File: config.mk
export PLATFORM = sky130hd
export DESIGN_NAME = alu_issue_queue
export DESIGN_NICKNAME = d
export VERILOG_FILES = /design/src/rtl/macro_pkg.sv /design/src/rtl/alu_cmd_fifo.sv /design/src/rtl/alu_issue_queue.sv
export SDC_FILE = /design/constraint.sdc
export NUM_CORES = 1
export LEC_CHECK = 0
export CORE_MARGIN = 1
export CORE_UTILIZATION = 46
export DETAILED_ROUTE_END_ITERATION = 7
export GPL_ROUTABILITY_DRIVEN = 0
export PLACE_DENSITY = 0.66
export SYNTH_ARGS = -nofsm -noshare
export SYNTH_HDL_FRONTEND = slang
export SYNTH_SLANG_ARGS = --single-unit
File: constraint.sdc
create_clock -name clk -period 4.2 [get_ports clk]
set_input_delay 0.84 -clock clk [delete_from_list [all_inputs] [get_ports clk]]
set_output_delay 0.84 -clock clk [all_outputs]
set_load 0.01 [all_outputs]
File: src/rtl/macro_pkg.sv
// Shared types for the ALU issue path.
// Holds the opcode enum, the command bundle and ALU width.
package macro_pkg;

  localparam int ALU_W = 4;

  typedef enum logic [3:0] {
    OP_ADD = 4'h0,
    OP_SUB = 4'h1,
    OP_AND = 4'h2,
    OP_OR  = 4'h3,
    OP_XOR = 4'h4,
    OP_NOT = 4'h5,
    OP_SHL = 4'h6,
    OP_SHR = 4'h7
  } opcode_e;

  typedef struct packed {
    opcode_e          ctl;
    logic [ALU_W-1:0] a;
    logic [ALU_W-1:0] b;
    logic             cin;
  } alu_cmd_t;

endpackage

File: src/rtl/alu_cmd_fifo.sv
// Synchronous FIFO of ALU commands.
// Uses wrap-bit pointers; flush overrides push and pop.
module alu_cmd_fifo
  import macro_pkg::*;
#(
  parameter int DEPTH = 8,
  localparam int AW = $clog2(DEPTH)
) (
  input  logic     clk,
  input  logic     rst_n,
  input  logic     push,
  input  logic     pop,
  input  logic     flush,
  input  alu_cmd_t din,
  output alu_cmd_t dout,
  output logic [AW:0] count,
  output logic     full,
  output logic     empty
);

  logic [AW:0] r_wptr;
  logic [AW:0] r_rptr;
  alu_cmd_t    r_mem [DEPTH];
  logic        w_push;
  logic        w_pop;

  assign w_push = push && !full && !flush;
  assign w_pop  = pop && !empty && !flush;

  always_ff @(posedge clk) begin
    if (!rst_n || flush) begin
      r_wptr <= '0;
      r_rptr <= '0;
    end else begin
      if (w_push) r_wptr <= r_wptr + 1'b1;
      if (w_pop)  r_rptr <= r_rptr + 1'b1;
    end
  end

  always_ff @(posedge clk) begin
    if (w_push) r_mem[r_wptr[AW-1:0]] <= din;
  end

  assign dout  = r_mem[r_rptr[AW-1:0]];
  assign count = r_wptr - r_rptr;
  assign empty = (r_wptr == r_rptr);
  assign full  = (r_wptr[AW] != r_rptr[AW])
              && (r_wptr[AW-1:0] == r_rptr[AW-1:0]);

endmodule

File: src/rtl/alu_issue_queue.sv
// Issue stage for the 4-bit ALU: buffers commands and
// issues them as single-cycle pulses, capping in-flight ops.
module alu_issue_queue
  import macro_pkg::*;
#(
  parameter int DEPTH     = 8,
  parameter int DATA_W    = ALU_W,
  parameter int MAX_OUTST = 4,
  localparam int CW = $clog2(DEPTH) + 1
) (
  input  logic              clk,
  input  logic              reset,
  input  logic              cmd_valid,
  output logic              cmd_ready,
  input  opcode_e           cmd_ctl,
  input  logic [DATA_W-1:0] cmd_a,
  input  logic [DATA_W-1:0] cmd_b,
  input  logic              cmd_cin,
  input  logic              flush,
  output logic              valid_in,
  output opcode_e           ctl,
  output logic [DATA_W-1:0] a,
  output logic [DATA_W-1:0] b,
  output logic              cin,
  input  logic              valid_out,
  output logic [CW-1:0]     count,
  output logic [3:0]        outstanding,
  output logic              err_underflow
);

  localparam logic [3:0] LP_MAX = 4'(MAX_OUTST);

  alu_cmd_t          w_cmd;
  alu_cmd_t          w_head;
  logic              w_full;
  logic              w_empty;
  logic              w_push;
  logic              w_issue;

  logic              r_vin;
  opcode_e           r_ctl;
  logic [DATA_W-1:0] r_a;
  logic [DATA_W-1:0] r_b;
  logic              r_cin;
  logic [3:0]        r_outst;
  logic              r_err;

  always_comb begin
    w_cmd     = '0;
    w_cmd.ctl = cmd_ctl;
    w_cmd.a   = cmd_a;
    w_cmd.b   = cmd_b;
    w_cmd.cin = cmd_cin;
  end

  assign cmd_ready = reset && !w_full;
  assign w_push    = cmd_valid && cmd_ready;
  assign w_issue   = !w_empty && (r_outst < LP_MAX) && !flush;

  alu_cmd_fifo #(.DEPTH(DEPTH)) u_fifo (
    .clk   (clk),
    .rst_n (reset),
    .push  (w_push),
    .pop   (w_issue),
    .flush (flush),
    .din   (w_cmd),
    .dout  (w_head),
    .count (count),
    .full  (w_full),
    .empty (w_empty)
  );

  always_ff @(posedge clk) begin
    if (!reset) begin
      r_vin   <= 1'b0;
      r_ctl   <= OP_ADD;
      r_a     <= '0;
      r_b     <= '0;
      r_cin   <= 1'b0;
      r_outst <= '0;
      r_err   <= 1'b0;
    end else begin
      r_vin <= w_issue;
      if (w_issue) begin
        r_ctl <= w_head.ctl;
        r_a   <= w_head.a;
        r_b   <= w_head.b;
        r_cin <= w_head.cin;
      end
      // issue and completion on the same edge cancel out
      unique case ({w_issue, valid_out})
        2'b10: r_outst <= r_outst + 4'd1;
        2'b01: begin
          if (r_outst != 4'd0) r_outst <= r_outst - 4'd1;
          else                 r_err   <= 1'b1;
        end
        default: ;
      endcase
    end
  end

  assign valid_in      = r_vin;
  assign ctl           = r_ctl;
  assign a             = r_a;
  assign b             = r_b;
  assign cin           = r_cin;
  assign outstanding   = r_outst;
  assign err_underflow = r_err;

endmodule

==> summary.md <==
| Metric | Value |
|---|---|
| Status | `finished clean` |
| Synth Instances | `between 300 and 400` |
| Worst Path Max Fanout | `22` |
| CTS tree | `built` |
| Layout cells sized above 1 | `0.200` |
| Via density per instance | `5.46` |
| Chain of cells forming the critical path | `clkdlybuf4s50_1 > buf_4 > inv_1 > nor2_1 > clkdlybuf4s50_1` |
| Most common cell after layout, fill and taps aside | `edfxtp_1` |
| Final Critical Period | `3.19 ns` |
| Total CTS buffers | `17` |
| Area delta synth->final | `23.5%` |
| Worst Tran Pin Value | `0.590 ns` |
| Comb power frac | `0.087` |
| DR vias | `2,896` |
| I/O Buffers | `41` |
| Final Hold Violating Endpoints | `0` |
| Final core utilization | `0.590` |
| Ant diodes | `0` |
| CTS H-tree lvls | `4` |
| Drt total wl | `around 10,000 um` |
| Most frequent cells in the layout | `edfxtp_1 (104), clkdlybuf4s50_1 (41), nand2_1 (34)` |
| Worst hold slack | `a little over 0.5 ns` |
| FILL cells | `838` |
| Sequential area share after synthesis | `0.701` |
| Setup ws final | `1.01 ns` |
| Yosys warns | `0` |
| Slowest stage delay, CP | `0.54 ns` |
| Post-Place Cell Area | `0.00585 mm2` |
| WL/cell | `19.4 um` |
| RSZ-0062 raised after global routing | `no` |
| Worst slack, placed | `0.977 ns` |
| F_max | `about 310 MHz` |
| Post-CTS setup buffer count | `0` |
| R2R Setup Slk | `1.55 ns` |
| First-pass GRT wire length | `16,300 um` |
| Net Sw Power | `around 730 uW` |
| Die area | `0.0118 mm2` |
| Worst Setup Start Kind | `input pin` |
| Total gr overflow | `0` |
| Initial Utilization | `0.478` |
| Post-synthesis cell type count | `35` |
| Max-slew violation count | `0` |
| Clock net sink count | `131` |
| Setup TNS | `0 ns` |
| Slew headroom | `0.606` |
| Critical Setup Path Class | `in2out` |
| Clock share of power | `0.461` |
| Worst Path Required | `roughly 3.4 ns` |
| WP buf/inv | `4` |
| Worst skew pair latency | `0.41 ns` |
| Hold path depth | `2` |
| Hold Path End | `err_underflow` |
| Post-Layout Inst Area | `roughly 0.0065 mm2` |
| Static Leak | `~0.0022 uW` |
| Vias in the first global route | `2,980` |
| GRT Total Usage | `0.198` |
| Sequential share of power | `0.452` |
| Final-stage net count | `403` |
| Hold Crit Class | `reg2reg` |
| Router iterations before antenna repair | `4` |
| Worst path slowest cell | `clkdlybuf4s50_1` |
| Worst Skew | `0.00838 ns` |
| Post_cts resized | `0` |
| Syn_area_per_cell | `about 16 um2` |
| Most frequent CP cell | `clkdlybuf4s50_1` |
| CP arrival | `about 2.4 ns` |
| Clock Tree Root | `clkbuf_16` |
| DR DRC count | `0` |
| CP delay by family, top | `buffers and inverters` |
| Syn nets | `between 300 and 400` |
| Die height | `109 um` |
| Clock Path Buffers | `2` |
| PwrDens | `504 mW/mm2` |
| Worst-path clk slew | `~0.060 ns` |
| Min-delay src | `err_underflow` |
| Max-cap violation count | `0` |
| Cts hold-fix bufs | `0` |
| Final setup violation count | `0` |
| Reg-to-reg startpoint | `u_fifo.r_wptr[0]` |
| Cell Int Power | `2520 uW` |
| FP Rows | `38` |
| Post-DRT Antenna Nets | `0` |
| FF+latch count, synth | `131` |
| Ports | `42` |
| Synthesized area | `~0.0052 mm2` |
| Die X-Extent | `around 110 um` |
| Worst r2r dst | `outstanding[3]` |
| Post-DP HPWL | `around 6000 um` |
| Switching share of power | `0.224` |
| Max IR drop VDD | `between 300 and 400 uV` |
| CP Capture Type | `output pin` |
| FF-to-FF path depth | `10` |
| Largest net degree at the start of global routing | `31` |
| Antenna violations before repair | `0` |
| Core area | `0.0109 mm2` |
| Crit share post-route | `0.759` |
| Drt initial violations | `134` |
-- worst min-delay path, cell delays in order (launching register included) --
cell and delay, ns:
dfxtp_1 0.33, a31oi_1 0.05, nor2_1 0.09
-- layout make-up --
type	count	area, um2	share of cell area
clock buffer	18	429	0.0665
sequential	131	3660	0.568
tap	140	175	0.0271
multi-input combinational	161	1450	0.225
inverter	11	41.3	0.00640
timing repair buffer	55	515	0.0799
clock inverter	14	176	0.0273
-- cell families after synthesis --
| family | after synthesis | share of synthesized area |
|---|---|---|
| buf+inv | 26 | 0.0235 |
| flops | 131 | 0.701 |
| fa+ha+maj | 8 | 0.0220 |
| xor+xnor | 8 | 0.0170 |
| mux | 31 | 0.122 |
| simple gates | 70 | 0.0577 |
| compound gates | 44 | 0.0577 |
-- stage by stage --
step | cells | total power [uW]
floorplan | 318 | 1650
detailed placement | 498 | 1780
finish | 530 | 3250
global placement | 498 | 1770
global route | 530 | 3370
CTS | 530 | 3280
-- layer usage --
metal,vias to the layer above,GRT usage,part of all wire
met5,-,0,0
met4,0,0.0811,0.0096
met3,9,0.0598,0.052
met2,90,0.305,0.48
met1,1450,0.264,0.46
li1,1347,-,-
-- power groups by stage --
stage	combinational (uW)	sequential, uW	clock, uW
after floorplan	149	1500	0
after global placement	276	1500	0
after detailed placement	284	1500	0
after CTS	285	1470	1530
after global routing	310	1470	1590
final	282	1470	1500
-- cell usage after synthesis (all sizes together) --
library cell	count	share of area
or4	1	0.0014
nand3	4	0.0038
a2111oi	1	0.0017
a31oi	14	0.017
a32o	1	0.0019
mux4	26	0.11
nor2b	1	0.0012
o221a	1	0.0022
fa	2	0.0077
nand2	34	0.024
o211ai	1	0.0014
mux2i	5	0.0096
nand2b	4	0.0048
or3	3	0.0036
edfxtp	104	0.60
nor2	18	0.013
xnor2	7	0.015
o21ai	16	0.016
clkbuf	7	0.0050
a21oi	5	0.0069
a211oi	1	0.0014
a21o	3	0.0043
ha	6	0.014
and3	2	0.0024
nor4	1	0.0012
buf	8	0.011
nor3	2	0.0019
dfxtp	27	0.10
xor2	1	0.0017
o2111ai	1	0.0050
inv	11	0.0079
-- worst max-delay path by stage --
stage | startpoint | endpoint | slack [ns] | cells past startpoint
after CTS | reset | cmd_ready | 0.98 | 5
after global routing | reset | cmd_ready | 0.92 | 5
after floorplan | u_fifo.r_rptr[1] | u_fifo.r_mem[0][0] | 1.01 | 8
after global placement | reset | cmd_ready | 1.02 | 5
final | reset | cmd_ready | 1.01 | 5
after detailed placement | flush | outstanding[3] | 0.98 | 9
-- registers in the layout, summed over array words and instances, names as in the netlist --
| signal | count |
|---|---|
| u_fifo.r_mem | 104 |
| u_fifo.r_rptr | 4 |
| err_underflow | 1 |
| ctl | 4 |
| a | 4 |
| outstanding | 4 |
| u_fifo.r_wptr | 4 |
| cin | 1 |
| b | 4 |
| valid_in | 1 |
Power figures use the tool's default switching activity.
